**src/rtl/pipeline_hazard_ctrl_if.sv**
```systemverilog
// Handshake bundle between the pipeline datapath and the hazard/sequencing controller.
// The datapath (master) drives hazard sources and memory status; the controller (slave) drives stage-register controls.
interface pipeline_hazard_ctrl_if #(
    parameter int CNT_W = 16
);
    logic [3:0]       src1;
    logic [3:0]       src2;
    logic             src1_used;
    logic             src2_used;
    logic [3:0]       exe_dest;
    logic             exe_wb_en;
    logic             exe_mem_r_en;
    logic [3:0]       mem_dest;
    logic             mem_wb_en;
    logic             fwd_en;
    logic             branch_taken;
    logic             mem_req;
    logic             mem_ready;
    logic             freeze_front;
    logic             freeze_back;
    logic             flush_if_id;
    logic             flush_id_ex;
    logic             hazard;
    logic             mem_err;
    logic [CNT_W-1:0] stall_cnt;
    logic [CNT_W-1:0] flush_cnt;

    modport master (
        output src1, src2, src1_used, src2_used, exe_dest, exe_wb_en, exe_mem_r_en,
               mem_dest, mem_wb_en, fwd_en, branch_taken, mem_req, mem_ready,
        input  freeze_front, freeze_back, flush_if_id, flush_id_ex, hazard, mem_err,
               stall_cnt, flush_cnt
    );

    modport slave (
        input  src1, src2, src1_used, src2_used, exe_dest, exe_wb_en, exe_mem_r_en,
               mem_dest, mem_wb_en, fwd_en, branch_taken, mem_req, mem_ready,
        output freeze_front, freeze_back, flush_if_id, flush_id_ex, hazard, mem_err,
               stall_cnt, flush_cnt
    );
endinterface

```
**src/rtl/pipeline_hazard_ctrl.sv**
```systemverilog
// Freeze/flush sequencing for the 5-stage pipeline registers: memory wait, branch flush, data hazards.
// state    | meaning
// RUN      | normal issue; branch and data hazards evaluated here
// MEM_WAIT | memory access outstanding, whole pipe frozen, timeout counting
// BR_FLUSH | extra bubble cycles after a taken branch
module pipeline_hazard_ctrl #(
    parameter int CNT_W       = 16,
    parameter int BR_EXTRA    = 0,
    parameter int MEM_TIMEOUT = 255
) (
    input  logic                     clk,
    input  logic                     rst,
    pipeline_hazard_ctrl_if.slave    bus
);
    typedef enum logic [1:0] {RUN, MEM_WAIT, BR_FLUSH} state_t;

    localparam logic [7:0] TMO_LIM = 8'(MEM_TIMEOUT);
    localparam logic [7:0] BR_LOAD = 8'(BR_EXTRA);

    state_t           state, state_nx;
    logic [7:0]       tmo_cnt, tmo_cnt_nx;
    logic [7:0]       br_cnt, br_cnt_nx;
    logic             mem_err, err_set;
    logic [CNT_W-1:0] stall_cnt, flush_cnt;
    logic             mem_wait_c, data_hz;
    logic             m1, m2, n1, n2;
    logic             freeze_front, freeze_back, flush_if_id, flush_id_ex, hazard;

    always_comb begin
        m1 = bus.src1_used & (bus.src1 == bus.exe_dest) & bus.exe_wb_en;
        m2 = bus.src2_used & (bus.src2 == bus.exe_dest) & bus.exe_wb_en;
        n1 = bus.src1_used & (bus.src1 == bus.mem_dest) & bus.mem_wb_en;
        n2 = bus.src2_used & (bus.src2 == bus.mem_dest) & bus.mem_wb_en;
        data_hz = bus.fwd_en ? (bus.exe_mem_r_en & (m1 | m2)) : (m1 | m2 | n1 | n2);
        mem_wait_c = bus.mem_req & ~bus.mem_ready & (state != BR_FLUSH);
    end

    always_ff @(posedge clk or posedge rst) begin
        if (rst) begin
            state   <= RUN;
            tmo_cnt <= '0;
            br_cnt  <= '0;
            mem_err <= 1'b0;
        end else begin
            state   <= state_nx;
            tmo_cnt <= tmo_cnt_nx;
            br_cnt  <= br_cnt_nx;
            if (err_set) mem_err <= 1'b1;
        end
    end

    always_comb begin
        state_nx     = state;
        tmo_cnt_nx   = tmo_cnt;
        br_cnt_nx    = br_cnt;
        err_set      = 1'b0;
        freeze_front = 1'b0;
        freeze_back  = 1'b0;
        flush_if_id  = 1'b0;
        flush_id_ex  = 1'b0;
        hazard       = 1'b0;
        case (state)
            RUN: begin
                if (mem_wait_c) begin
                    freeze_front = 1'b1;
                    freeze_back  = 1'b1;
                    state_nx     = MEM_WAIT;
                    tmo_cnt_nx   = 8'd1;
                end else if (bus.branch_taken) begin
                    flush_if_id = 1'b1;
                    flush_id_ex = 1'b1;
                    if (BR_EXTRA > 0) begin
                        state_nx  = BR_FLUSH;
                        br_cnt_nx = BR_LOAD;
                    end
                end else if (data_hz) begin
                    hazard       = 1'b1;
                    freeze_front = 1'b1;
                    flush_id_ex  = 1'b1;
                end
            end
            MEM_WAIT: begin
                // Branch and hazard are deliberately not looked at: EX is frozen and re-presents them.
                if (mem_wait_c) begin
                    freeze_front = 1'b1;
                    freeze_back  = 1'b1;
                    if (tmo_cnt == TMO_LIM) begin
                        err_set    = 1'b1;
                        state_nx   = RUN;
                        tmo_cnt_nx = '0;
                    end else begin
                        tmo_cnt_nx = tmo_cnt + 8'd1;
                    end
                end else begin
                    state_nx   = RUN;
                    tmo_cnt_nx = '0;
                end
            end
            BR_FLUSH: begin
                flush_if_id = 1'b1;
                flush_id_ex = 1'b1;
                br_cnt_nx   = br_cnt - 8'd1;
                if (br_cnt == 8'd1) state_nx = RUN;
            end
            default: state_nx = RUN;
        endcase
    end

    always_ff @(posedge clk or posedge rst) begin
        if (rst) begin
            stall_cnt <= '0;
            flush_cnt <= '0;
        end else begin
            if (freeze_front && (stall_cnt != {CNT_W{1'b1}})) stall_cnt <= stall_cnt + 1'b1;
            if (flush_id_ex && (flush_cnt != {CNT_W{1'b1}})) flush_cnt <= flush_cnt + 1'b1;
        end
    end

    assign bus.freeze_front = freeze_front;
    assign bus.freeze_back  = freeze_back;
    assign bus.flush_if_id  = flush_if_id;
    assign bus.flush_id_ex  = flush_id_ex;
    assign bus.hazard       = hazard;
    assign bus.mem_err      = mem_err;
    assign bus.stall_cnt    = stall_cnt;
    assign bus.flush_cnt    = flush_cnt;
endmodule

```
**src/flat_wrapper.sv**
```systemverilog
// flat-port wrapper written by rule: the top's interface ports become plain ports
module pipeline_hazard_ctrl_flat 
#(
    parameter int CNT_W       = 16,
    parameter int BR_EXTRA    = 0,
    parameter int MEM_TIMEOUT = 255
)
  (clk, rst, bus_src1, bus_src2, bus_src1_used, bus_src2_used, bus_exe_dest, bus_exe_wb_en, bus_exe_mem_r_en, bus_mem_dest, bus_mem_wb_en, bus_fwd_en, bus_branch_taken, bus_mem_req, bus_mem_ready, bus_freeze_front, bus_freeze_back, bus_flush_if_id, bus_flush_id_ex, bus_hazard, bus_mem_err, bus_stall_cnt, bus_flush_cnt);
  pipeline_hazard_ctrl_if #(.CNT_W(CNT_W)) bus_i ();
  input  logic clk;
  input  logic rst;
  input wire logic [$bits(bus_i.src1)-1:0] bus_src1;
  input wire logic [$bits(bus_i.src2)-1:0] bus_src2;
  input wire logic [$bits(bus_i.src1_used)-1:0] bus_src1_used;
  input wire logic [$bits(bus_i.src2_used)-1:0] bus_src2_used;
  input wire logic [$bits(bus_i.exe_dest)-1:0] bus_exe_dest;
  input wire logic [$bits(bus_i.exe_wb_en)-1:0] bus_exe_wb_en;
  input wire logic [$bits(bus_i.exe_mem_r_en)-1:0] bus_exe_mem_r_en;
  input wire logic [$bits(bus_i.mem_dest)-1:0] bus_mem_dest;
  input wire logic [$bits(bus_i.mem_wb_en)-1:0] bus_mem_wb_en;
  input wire logic [$bits(bus_i.fwd_en)-1:0] bus_fwd_en;
  input wire logic [$bits(bus_i.branch_taken)-1:0] bus_branch_taken;
  input wire logic [$bits(bus_i.mem_req)-1:0] bus_mem_req;
  input wire logic [$bits(bus_i.mem_ready)-1:0] bus_mem_ready;
  output wire logic [$bits(bus_i.freeze_front)-1:0] bus_freeze_front;
  output wire logic [$bits(bus_i.freeze_back)-1:0] bus_freeze_back;
  output wire logic [$bits(bus_i.flush_if_id)-1:0] bus_flush_if_id;
  output wire logic [$bits(bus_i.flush_id_ex)-1:0] bus_flush_id_ex;
  output wire logic [$bits(bus_i.hazard)-1:0] bus_hazard;
  output wire logic [$bits(bus_i.mem_err)-1:0] bus_mem_err;
  output wire logic [$bits(bus_i.stall_cnt)-1:0] bus_stall_cnt;
  output wire logic [$bits(bus_i.flush_cnt)-1:0] bus_flush_cnt;
  assign bus_i.src1 = bus_src1;
  assign bus_i.src2 = bus_src2;
  assign bus_i.src1_used = bus_src1_used;
  assign bus_i.src2_used = bus_src2_used;
  assign bus_i.exe_dest = bus_exe_dest;
  assign bus_i.exe_wb_en = bus_exe_wb_en;
  assign bus_i.exe_mem_r_en = bus_exe_mem_r_en;
  assign bus_i.mem_dest = bus_mem_dest;
  assign bus_i.mem_wb_en = bus_mem_wb_en;
  assign bus_i.fwd_en = bus_fwd_en;
  assign bus_i.branch_taken = bus_branch_taken;
  assign bus_i.mem_req = bus_mem_req;
  assign bus_i.mem_ready = bus_mem_ready;
  assign bus_freeze_front = bus_i.freeze_front;
  assign bus_freeze_back = bus_i.freeze_back;
  assign bus_flush_if_id = bus_i.flush_if_id;
  assign bus_flush_id_ex = bus_i.flush_id_ex;
  assign bus_hazard = bus_i.hazard;
  assign bus_mem_err = bus_i.mem_err;
  assign bus_stall_cnt = bus_i.stall_cnt;
  assign bus_flush_cnt = bus_i.flush_cnt;
  pipeline_hazard_ctrl #(.CNT_W(CNT_W), .BR_EXTRA(BR_EXTRA), .MEM_TIMEOUT(MEM_TIMEOUT)) u_core (.clk(clk), .rst(rst), .bus(bus_i));
endmodule
```
**config.mk**
```make
export PLATFORM = sky130hd
export DESIGN_NAME = pipeline_hazard_ctrl_flat
export DESIGN_NICKNAME = d
export VERILOG_FILES = /design/src/rtl/pipeline_hazard_ctrl_if.sv /design/src/rtl/pipeline_hazard_ctrl.sv /design/src/flat_wrapper.sv
export SDC_FILE = /design/constraint.sdc
export NUM_CORES = 1
export LEC_CHECK = 0
export BUFFER_PORTS_ARGS = -buffer_cell sky130_fd_sc_hd__buf_2
export CAP_MARGIN = 10
export CORE_MARGIN = 2
export CORE_UTILIZATION = 47
export CTS_CLUSTER_DIAMETER = 150
export DETAILED_ROUTE_END_ITERATION = 16
export GPL_TIMING_DRIVEN = 0
export PLACE_DENSITY = 0.76
export RECOVER_POWER = 25
export SYNTH_ARGS = -nofsm -noshare
export SYNTH_HDL_FRONTEND = slang
export SYNTH_SLANG_ARGS = --single-unit
```
**constraint.sdc**
```tcl
create_clock -name clk -period 1.7 [get_ports clk]
set_input_delay 0.17 -clock clk [delete_from_list [all_inputs] [get_ports clk]]
set_output_delay 0.17 -clock clk [all_outputs]
set_load 0.01 [all_outputs]
```
Word level (Yosys, flattened, before mapping)

Cells that the tools add are included.

Add/subtract/negate cells: 4
Equal/unequal tests: 14
Multiplexer cells: 27
Bitwise gates (word level): 15
Reduce and logical (&&, ||, !) cells: 7

Operators by type and width:

| cell                    | count |
|---|---|
| $add A16 B1 Y16 const B | 2 |
| $ne A16 B16 Y1 const B  | 2 |
| $mux W8                 | 3 |
| $eq A4 B4 Y1            | 4 |
| $pmux W8 S2             | 1 |
| $mux W1                 | 15 |
| $and A1 B1 Y1           | 11 |
| $add A8 B1 Y8 const B   | 1 |
| $eq A8 B1 Y1 const B    | 1 |
| $eq A8 B8 Y1 const B    | 1 |
| $mux W2                 | 4 |
| $sub A8 B1 Y8 const B   | 1 |
| $pmux W1 S2             | 3 |
| $pmux W2 S3             | 1 |
| $ne A2 B1 Y1 const B    | 2 |
| $ne A3 B3 Y1 const B    | 1 |
| $or A1 B1 Y1            | 3 |
| $reduce_and A3 Y1       | 1 |
| $eq A2 B1 Y1 const B    | 1 |
| $eq A2 B2 Y1 const B    | 1 |
| $logic_and A1 B1 Y1     | 2 |
| $logic_not A2 Y1        | 1 |
| $ne A2 B2 Y1 const B    | 1 |
| $reduce_and A2 Y1       | 1 |
| 3 further kinds         | 3 |

Flip-flop bits (word level): 51
Bits of input ports: 27
Logic and storage cells: 73

Depth between registers and ports, before layout

Depth after elaboration: 12
Gate-level depth with buffers: 8
Mapped depth without buffers: 8

Worst setup path before layout

OpenSTA, ideal clock, no wires.

Kind: flip-flop to flip-flop
Start: register u_core.stall_cnt[7], in the netlist u_core.bus.stall_cnt[7]
End: register u_core.stall_cnt[3], in the netlist u_core.bus.stall_cnt[3]
Setup time: 0.126 ns
Arrival: 1.823 ns
Required time: 1.574 ns
Path slack: -0.249 ns
Stages on the path, launching flop included: 9
Buffers on the path: 1
Cells stage by stage: dfrtp_1 > and3_1 > and3_4 > and3_4 > a31o_4 > a31oi_4 > buf_6 > nand4_1 > xnor2_1

Longest elaborated chain between the ends: 2

Ends and longest elaborated chain:

| what                   | line                        | RTL |
|---|---|---|
| from (decl)            | pipeline_hazard_ctrl.sv:24  | `logic [CNT_W-1:0] stall_cnt, flush_cnt;` |
| from (signal assigned) | pipeline_hazard_ctrl.sv:114 | `if (freeze_front && (stall_cnt != {CNT_W{1'b1}})) stall_cnt <= stall_cnt + 1'b1;` |
| $ne A16 B16 Y1         | pipeline_hazard_ctrl.sv:114 |  |
| $logic_and A1 B1 Y1    | pipeline_hazard_ctrl.sv:114 |  |

Every way passes these cells.
A chain may end at the register's enable or synchronous reset.

Worst setup path after layout

Start: register u_core.stall_cnt[6], in the netlist u_core.bus.stall_cnt[6]
End: register u_core.stall_cnt[1], in the netlist u_core.bus.stall_cnt[1]

The elaborated chain is that of the path after synthesis.

==> impl_metrics.toml <==
[run_status]
status = "complete, but fails checks"
violations = "max-capacitance violations, max-slew violations, negative setup slack"

[clocking]
cts_made_buffers = 5
cts_hold_buf = 0
clkTransAtPathRegs_ns = 0.08
cts_tree = "done"
htree_levels = 2
clock_latency_ns = 0.31
cts-root-buf = "clkbuf_8"
cts_sinks = 42
clock_tree.buffer_depth = 2

[place]
gp_congestion = 0.916
hpwl_um = 3590
port-buffer-count = 64

[final_layout]
final_common_cell = "buf_2"
n_antenna_cell = 0
multiInputGateArea_um2 = 1440
area_growth_pct = 47.2
nFillCells = 332
final_cell_mix = "63 x buf_2, 38 x dfrtp_1, 37 x buf_4, 31 x xnor2_1, 19 x nand4_1"
drive_gt1_share_pct = 48.5
regArea_um2 = 1060
nets = 371

[floorplanning]
die_h_um = 73.9
core_um2 = 4720
die_area_um2 = 5460
ioPinCount = 65
start_util_pct = 48.6
row_count = 25
die_x_um = 73.9

[detailed_routing]
vias_per_cell = 5.43
top_layer = "met4"
ant_nets = 0
dr_wl_met3_um = 279
wl_met2_um = 3400
routed_wl_um = 6490
dr.first_iter.drc_count = 217
dr.pass1.iters = 5
wl_per_cell_um = 15.9
vias = 2221
drc = 0
met1_length_um = 2610

[global_routing]
antenna_found_initial = 0
grt_overflow = 0
grt_pass1_vias = 2045
grt_max_degree = 43
track_usage_pct = 21.6
grt_pass1_wl_um = 9240

[synthesis]
syn-num-nets = 261
yosys_warnings = 0
syn-cell-area_um2 = 2300
synth-seq-cells = 42
synthCells = 231
yosysSeqAreaShare_pct = 45.8
syn_avg_cell_area_um2 = 9.94
synth_cell_type_count = 40

[sta]
min_period_over_period_pct = 118
period_needed_ns = 2.01
rsz0062_at_grt = "true"
tightest_slew_ns = 1.55
finalSetupViolations = 17
setup_slack_ns = -0.309
clock_skew_ns = 0.00941
fin_hold_ws_ns = 0.240
max_freq_mhz = 498
drv_slew = 43
slew-limit-headroom_pct = -3.57
hold_viol = 0

[run]
maxCapViolCount = 1

[setup_path]
worst-setup-path-type = "flop to flop"
critPathLaunchType = "flop"
cp.arrival_ns = 2.21
cp-end-kind = "flop"
required_ns = 1.90
path_max_fanout = 5

[min_path]
hp-class = "input pin to flop"

[power_and_ir_drop]
p_per_area_nw_per_um2 = 913
total_power_mw = 3.09
power_leakage_nw = 1.61
peakVddDrop_mv = 0.928
kinds of logic after synthesis:
logic type	after synthesis	synth area share [%]
buf+inv	12	2.34
simple gates	103	24.5
xor+xnor	46	17.5
fa+ha+maj	3	1.63
mux	2	0.980
compound gates	23	7.30
flops	42	45.8
timing repair:
action / 4_1_cts / 5_1_grt
resized for setup: 20 / 41
setup endpoints to repair: 33 / 33
pin swaps: 18 / 27
cloned: 1 / 0
buffers inserted: 22 / 19
stage by stage:
stage | worst slack (ns) | cells | utilization [%] | TNS, ns | area (µm²)
floorplan | -0.231 | 231 | - | -2.65 | 2310
detailed placement | -0.344 | 362 | 57.5 | -6.23 | 2720
global route | -0.391 | 409 | 71.6 | -5.57 | 3380
CTS | -0.236 | 391 | 64.6 | -3.19 | 3050
finish | -0.309 | 409 | 71.6 | -3.77 | 3380
global placement | -0.328 | 362 | 57.5 | -5.84 | 2720
cell type report:
| type | instances | share of cell area, % |
|---|---|---|
| Sequential cell | 42 | 31.2 |
| Timing Repair Buffer | 106 | 19.5 |
| Buffer | 4 | 0.999 |
| Tap cell | 67 | 2.48 |
| Clock inverter | 1 | 0.148 |
| Multi-Input combinational cell | 177 | 42.5 |
| Inverter | 5 | 0.555 |
| Clock buffer | 7 | 2.55 |
cell usage after synthesis (all sizes together):
| cell | number | share of area [%] |
|---|---|---|
| a31o | 2 | 1.1 |
| nor3 | 4 | 1.1 |
| o21ai | 9 | 2.0 |
| nand3 | 16 | 3.5 |
| or2 | 1 | 0.27 |
| nor4 | 4 | 1.1 |
| a2111oi | 1 | 0.38 |
| nand4b | 1 | 0.38 |
| nand3b | 2 | 0.82 |
| mux2 | 2 | 0.98 |
| o22ai | 1 | 0.27 |
| nor3b | 1 | 0.33 |
| ha | 3 | 1.6 |
| nand2b | 2 | 0.65 |
| nand4 | 19 | 5.2 |
| buf | 2 | 0.71 |
| xor2 | 12 | 4.6 |
| xnor2 | 34 | 13 |
| o21a | 1 | 0.33 |
| nand2 | 22 | 3.6 |
| a21oi | 3 | 0.65 |
| dfrtp | 42 | 46 |
| and2 | 2 | 0.54 |
| clkbuf | 5 | 0.82 |
| or4b | 1 | 0.44 |
| inv | 5 | 0.82 |
| nor2b | 1 | 0.27 |
| nor2 | 14 | 2.3 |
| a31oi | 6 | 2.6 |
| and3 | 13 | 4.0 |
sequential cells by signal, summed over array words and instances, names as in the netlist:
signal,count
u_core.bus.stall_cnt,16
u_core.bus.flush_cnt,16
u_core.tmo_cnt,8
u_core.state,1
u_core.bus.mem_err,1
worst max-delay path, stage by stage, from the launching register on:
cell and delay [ns]:
dfrtp_1 0.40, and3_4 0.18, and3_4 0.18, and3_4 0.17
a31o_4 0.23, a31oi_4 0.26, buf_4 0.17, mux2_2 0.31
worst paths after layout:
kind | startpoint | end | slack [ns] | depth (start not counted)
setup / recovery | u_core.bus.stall_cnt[6] | u_core.bus.stall_cnt[1] | -0.31 | 7
max in group asynchronous | rst | u_core.state[0] | 0.34 | 2
min in group asynchronous | rst | u_core.bus.stall_cnt[1] | 0.32 | 2
hold reg to reg | u_core.bus.flush_cnt[14] | u_core.bus.flush_cnt[14] | 0.49 | 1
setup reg to reg | u_core.bus.stall_cnt[6] | u_core.bus.stall_cnt[1] | -0.31 | 7
hold / removal | bus_mem_req | u_core.state[0] | 0.24 | 3
routing by layer:
layer / GRT usage, % / up-vias
met3: 5.21 / 20
met1: 26.8 / 1094
li1: - / 1034
met4: 7.07 / 0
met5: 0 / -
met2: 37.0 / 73
where the power goes:
group | leakage, nW | internal [mW] | switching [mW]
registers | 0.558 | 1.13 | 0.214
clock network | 0.0482 | 0.328 | 0.361
logic | 1.01 | 0.570 | 0.480
Power figures use the tool's default switching activity.
